--- src/rtl/spi_sram_master_pkg.sv ---
// Shared constants, state encoding and frame-length helper for the serial SRAM master.
package spi_sram_master_pkg;

   localparam logic [7:0] CMD_READ  = 8'h03;
   localparam logic [7:0] CMD_WRITE = 8'h02;

   typedef enum logic [2:0] {
      StIdle,
      StCmd,
      StAddr,
      StData,
      StDone
   } state_e;

   function automatic int unsigned frame_len(input int unsigned addr_bits,
                                             input int unsigned data_bytes);
      return 8 + addr_bits + 8 * data_bytes;
   endfunction

endpackage

--- src/rtl/spi_sram_shifter.sv ---
// MSB-first parallel-load TX/RX shift register with bit counter and SPI clock phase toggle.
module spi_sram_shifter #(
   parameter int unsigned FrameBits = 40,
   parameter int unsigned RxBits    = 16,
   parameter int unsigned CntW      = $clog2(FrameBits + 1)
) (
   input  logic                 clk_i,
   input  logic                 rst_ni,
   input  logic                 load_i,
   input  logic [FrameBits-1:0] frame_i,
   input  logic                 rx_en_i,
   input  logic                 miso_i,
   output logic                 mosi_o,
   output logic                 sclk_o,
   output logic [CntW-1:0]      bit_cnt_o,
   output logic                 bit_done_o,
   output logic                 last_o,
   output logic [RxBits-1:0]    rx_o
);

   logic [FrameBits-1:0] tx_q;
   logic [RxBits-1:0]    rx_q;
   logic [CntW-1:0]      cnt_q;
   logic                 phase_q;
   logic                 run_q;

   // A bit ends on the edge that closes its high phase.
   assign bit_done_o = run_q && phase_q;
   assign last_o     = bit_done_o && (cnt_q == CntW'(FrameBits - 1));
   assign mosi_o     = tx_q[FrameBits-1];
   assign sclk_o     = phase_q;
   assign bit_cnt_o  = cnt_q;
   assign rx_o       = rx_q;

   always_ff @(posedge clk_i) begin
      if (!rst_ni) begin
         tx_q    <= '0;
         rx_q    <= '0;
         cnt_q   <= '0;
         phase_q <= 1'b0;
         run_q   <= 1'b0;
      end else if (load_i) begin
         tx_q    <= frame_i;
         cnt_q   <= '0;
         phase_q <= 1'b0;
         run_q   <= 1'b1;
      end else if (run_q) begin
         phase_q <= ~phase_q;
         if (phase_q) begin
            tx_q  <= {tx_q[FrameBits-2:0], 1'b0};
            cnt_q <= cnt_q + CntW'(1);
            if (rx_en_i) begin
               rx_q <= {rx_q[RxBits-2:0], miso_i};
            end
            if (cnt_q == CntW'(FrameBits - 1)) begin
               run_q <= 1'b0;
            end
         end
      end
   end

endmodule

--- src/rtl/spi_sram_master.sv ---
// SPI mode-0 master turning single-cycle CPU read/write strobes into serial SRAM transactions.
module spi_sram_master
   import spi_sram_master_pkg::*;
#(
   parameter int unsigned DATA_WIDTH_BYTES = 2,
   parameter int unsigned ADDR_BITS        = 16
) (
   input  logic                          clk,
   input  logic                          rstn,
   input  logic                          spi_miso,
   output logic                          spi_select,
   output logic                          spi_clk_out,
   output logic                          spi_mosi,
   input  logic [ADDR_BITS-1:0]          addr_in,
   input  logic [8*DATA_WIDTH_BYTES-1:0] data_in,
   input  logic                          start_read,
   input  logic                          start_write,
   output logic [8*DATA_WIDTH_BYTES-1:0] data_out,
   output logic                          busy
);

   localparam int unsigned DataBits  = 8 * DATA_WIDTH_BYTES;
   localparam int unsigned FrameBits = frame_len(ADDR_BITS, DATA_WIDTH_BYTES);
   localparam int unsigned CntW      = $clog2(FrameBits + 1);
   localparam logic [CntW-1:0] CmdLastBit  = CntW'(7);
   localparam logic [CntW-1:0] AddrLastBit = CntW'(8 + ADDR_BITS - 1);

   state_e                state_q;
   logic                  is_read_q;
   logic                  busy_q;
   logic                  select_q;
   logic [DataBits-1:0]   data_out_q;

   logic                  accept;
   logic                  rx_en;
   logic                  bit_done;
   logic                  frame_last;
   logic [CntW-1:0]       bit_cnt;
   logic [DataBits-1:0]   rx_shift;
   logic [DataBits-1:0]   rx_data;
   logic [DataBits-1:0]   rx_word;
   logic [DataBits-1:0]   tx_data;
   logic [FrameBits-1:0]  frame;

   assign accept  = (state_q == StIdle) && (start_read || start_write);
   assign rx_en   = (state_q == StData) && is_read_q;
   // Final MISO bit is captured on the same edge that updates data_out.
   assign rx_data = {rx_shift[DataBits-2:0], spi_miso};

   // Wire order is ascending address, word is little-endian: reverse bytes both ways.
   always_comb begin
      tx_data = '0;
      rx_word = '0;
      for (int i = 0; i < int'(DATA_WIDTH_BYTES); i++) begin
         tx_data[8*(DATA_WIDTH_BYTES-1-i) +: 8] = data_in[8*i +: 8];
         rx_word[8*i +: 8] = rx_data[8*(DATA_WIDTH_BYTES-1-i) +: 8];
      end
   end

   assign frame = {start_read ? CMD_READ : CMD_WRITE,
                   addr_in,
                   start_read ? {DataBits{1'b0}} : tx_data};

   spi_sram_shifter #(
      .FrameBits (FrameBits),
      .RxBits    (DataBits),
      .CntW      (CntW)
   ) u_shifter (
      .clk_i      (clk),
      .rst_ni     (rstn),
      .load_i     (accept),
      .frame_i    (frame),
      .rx_en_i    (rx_en),
      .miso_i     (spi_miso),
      .mosi_o     (spi_mosi),
      .sclk_o     (spi_clk_out),
      .bit_cnt_o  (bit_cnt),
      .bit_done_o (bit_done),
      .last_o     (frame_last),
      .rx_o       (rx_shift)
   );

   always_ff @(posedge clk) begin
      if (!rstn) begin
         state_q    <= StIdle;
         is_read_q  <= 1'b0;
         busy_q     <= 1'b0;
         select_q   <= 1'b1;
         data_out_q <= '0;
      end else begin
         unique case (state_q)
            StIdle: begin
               if (accept) begin
                  state_q   <= StCmd;
                  is_read_q <= start_read;
                  busy_q    <= 1'b1;
                  select_q  <= 1'b0;
               end
            end
            StCmd: begin
               if (bit_done && bit_cnt == CmdLastBit) begin
                  state_q <= StAddr;
               end
            end
            StAddr: begin
               if (bit_done && bit_cnt == AddrLastBit) begin
                  state_q <= StData;
               end
            end
            StData: begin
               if (frame_last) begin
                  state_q  <= StDone;
                  select_q <= 1'b1;
                  if (is_read_q) begin
                     data_out_q <= rx_word;
                  end
               end
            end
            StDone: begin
               state_q <= StIdle;
               busy_q  <= 1'b0;
            end
            default: begin
               state_q <= StIdle;
            end
         endcase
      end
   end

   assign spi_select = select_q;
   assign busy       = busy_q;
   assign data_out   = data_out_q;

endmodule

--- config.mk ---
export PLATFORM = sky130hd
export DESIGN_NAME = spi_sram_master
export DESIGN_NICKNAME = d
export VERILOG_FILES = /design/src/rtl/spi_sram_master_pkg.sv /design/src/rtl/spi_sram_shifter.sv /design/src/rtl/spi_sram_master.sv
export SDC_FILE = /design/constraint.sdc
export NUM_CORES = 1
export LEC_CHECK = 0
export ABC_AREA = 1
export CORE_MARGIN = 2
export CORE_UTILIZATION = 55
export DETAILED_ROUTE_END_ITERATION = 16
export PLACE_DENSITY_LB_ADDON = 0.3
export SETUP_SLACK_MARGIN = 0.5
export SLEW_MARGIN = 10
export SYNTH_ARGS = -nofsm -noshare
export SYNTH_HDL_FRONTEND = slang
export SYNTH_HIERARCHICAL = 1
export SYNTH_SLANG_ARGS = --single-unit
--- constraint.sdc ---
create_clock -name clk -period 1.8 [get_ports clk]
set_clock_uncertainty 0.05 [all_clocks]
set_input_delay 0.36 -clock clk [delete_from_list [all_inputs] [get_ports clk]]
set_output_delay 0.36 -clock clk [all_outputs]
set_load 0.05 [all_outputs]
==> results by group <==
Timing
  • TNS Setup: 0 ns
  • Max Transition Viols Final: 0
  • Crit path time final: 1.75 ns
  • Final Cycle Share: 0.972
  • Final hold violations: 0
  • Setup Viol. Count Final: 0
  • Fmax: 572 MHz
  • RSZ-0062 raised after global routing: yes

Route
  • Drt via density: 5.90
  • Routed Wire Length: 15.9 mm
  • Antenna Nets Post-Route: 0
  • Drt wl/cell: 21.1 µm
  • Routed vias: 4446
  • Drt pass-1 iters: 5
  • DRC viols: 0
  • Iter 0 DRT Violations: 386

Global route
  • Remaining global-route overflow: 0
  • M1 GR Usage: 0.346
  • Initial antenna violation count: 0
  • Global-route wire length before repair: 19.8 mm
  • M2 GR Usage: 0.539
  • Largest net degree at the start of global routing: 37
  • Number of global-route vias before repair: 4144
  • Top Usage Layer GRT: met2
  • Met3 Use GR: 0.0604
  • GRT Total Usage: 0.302

Setup path
  • Crit-path leading delay family: simple AND/OR/NAND/NOR gates
  • Type of origin of the critical path: flop
  • Crit path buf inv count: 3
  • Crit Path Max Fanout: 8
  • Cell Chain, Critical Path: nor2_4, nand2_4, nor2_4, inv_8, buf_6, buf_12, nand2_8, nor2_1, nor3_1
  • Reg2reg setup slack: 0.05 ns
  • CP Data Required Time: 2.01 ns
  • WP data arrival: 1.96 ns
  • Worst r2r src: state_q[2]
  • Slowest cell on crit path: dfxtp_4
  • RR Endpoint: u_shifter/tx_q[15]
  • Slowest stage delay, CP: 0.38 ns
  • Worst setup EP type: flop
  • CP Class: reg -> reg
  • Most Frequent Cell on Critical Path: nor2_4
  • Depth of the worst register-to-register path: 9

Power
  • Sw Pwr: 0.00346 W
  • Seq pwr share: 0.292
  • Leakage: 2.91 nW
  • Switching share of power: 0.413
  • Power share of the clock group: 0.164
  • Power, Total: 0.00838 W
  • Pint: 0.00492 W
  • Pwr Density: 1290 nW/µm²
  • Maximum VDD drop: 0.000786 V
  • Comb power frac: 0.543

Clock network
  • Clock root cell: clkbuf_8
  • Clk slew on worst S/H paths: 0.09 ns
  • Cts hold-fix bufs: 0
  • Clk buf depth: 2
  • Num CTS Buffers: 9
  • Clock Latency Late Sink: 0.38 ns
  • TritonCTS clock tree: yes
  • TritonCTS Sinks: 85
  • CTS H-tree lvls: 3

Floorplan
  • Die width: 90.0 µm
  • DIE HEIGHT: 90.0 µm
  • Initial Util: 0.564
  • Row cnt: 31
  • Num ports: 57
  • Core ar.: 7210 µm²
  • Die Area: 8110 µm²

Layout
  • Cell Count, Final, Fillers Out: 754
  • Area of the multi-input gates: 2660 µm²
  • Storage element area: 1750 µm²
  • Final antenna diode count: 0
  • Fillers: 278
  • Layout Nets: 688
  • Layout Utilization: 0.901
  • Layout cells sized above 1: 0.466
  • Area delta synth->final: 59.7%
  • Commonest non-fill, non-tap cells in the layout: nor2_1 (86), dfxtp_1 (60), nand2_4 (55)
  • Final instance area: 6500 µm²
  • Most common cell after layout, fill and taps aside: nor2_1

Place
  • Dpl hpwl: 6.22 mm
  • Placed Cells: 694
  • Placed cell area: 4970 µm²
  • Buffers on Ports: 56
  • Routability cong.: 0.797

Synthesis
  • Synth Area per Inst: 7.53 µm²
  • Warnings from Yosys: 6
  • Synth Instances: 541
  • Synthesized cell area: 4070 µm²

Hold path
  • WHS Path Cells: 2
  • Worst hold path class: reg -> reg
  • Hold Path Sink: is_read_q
  • Hold Crit Start: is_read_q

Outcome
  • Status: finished, final reports clean

Flow run
  • Max_cap viols: 0
-- power groups by stage --
stage / Combinational (W) / Sequential (W) / Clock (W)
detailed placement: 0.00239 / 0.00237 / 0
global placement: 0.00233 / 0.00237 / 0
global route: 0.00469 / 0.00246 / 0.00145
floorplan: 0.00185 / 0.00242 / 0
finish: 0.00455 / 0.00245 / 0.00138
CTS: 0.00370 / 0.00235 / 0.00134
-- per-layer routing --
metal / share of wire / vias up
met2: 0.50 / 285
met1: 0.38 / 2147
met4: 0.051 / 0
li1: - / 1931
met3: 0.070 / 83
met5: 0 / -
-- tightest hold or removal path: cells and delay by family (launching register included) --
kind               cells  cell delay [ns]
DFF                    1             0.34
AOI/OAI and AO/OA      1             0.04
and+or+nand+nor        1             0.07
-- worst max-delay path by stage --
stage / startpoint / endpoint / cells past startpoint
final: state_q[2] / u_shifter/tx_q[15] / 9
after global routing: u_shifter/bit_cnt_o[5] / state_q[0] / 12
after CTS: u_shifter/bit_cnt_o[1] / data_out[8] / 11
after detailed placement: start_write / u_shifter/bit_cnt_o[0] / 7
after global placement: start_write / u_shifter/bit_cnt_o[4] / 9
after floorplan: u_shifter/bit_cnt_o[1] / data_out[10] / 11
-- final cells by class --
cell class / count / area share
multi-input combinational: 394 / 0.409
clock inverter: 6 / 0.00828
inverter: 39 / 0.0294
sequential: 85 / 0.269
clock buffer: 10 / 0.0212
timing repair inverter: 2 / 0.00231
timing repair buffer: 119 / 0.241
tap: 99 / 0.0191
-- timing repair --
item	CTS	global route
cloned	9	3
endpoints found under the setup margin	104	105
gates resized for setup	112	123
setup buffers	22	10
pin swaps	29	39
-- through the flow --
stage	hold slack, ns	setup WS [ns]
after global placement	0.398	-0.113
after floorplan	0.388	0.249
after CTS	0.424	0.210
after global routing	0.458	-0.0105
after detailed placement	0.400	-0.151
final	0.441	0.0504
-- state kept, by name (all words and copies together) (netlist names), 3 cells and up --
| name | count |
|---|---|
| u_shifter/rx_o | 15 |
| u_shifter/bit_cnt_o | 6 |
| state_q | 3 |
| u_shifter/tx_q | 40 |
| data_out | 16 |
Note: power is estimated with default switching activity, not from simulation.
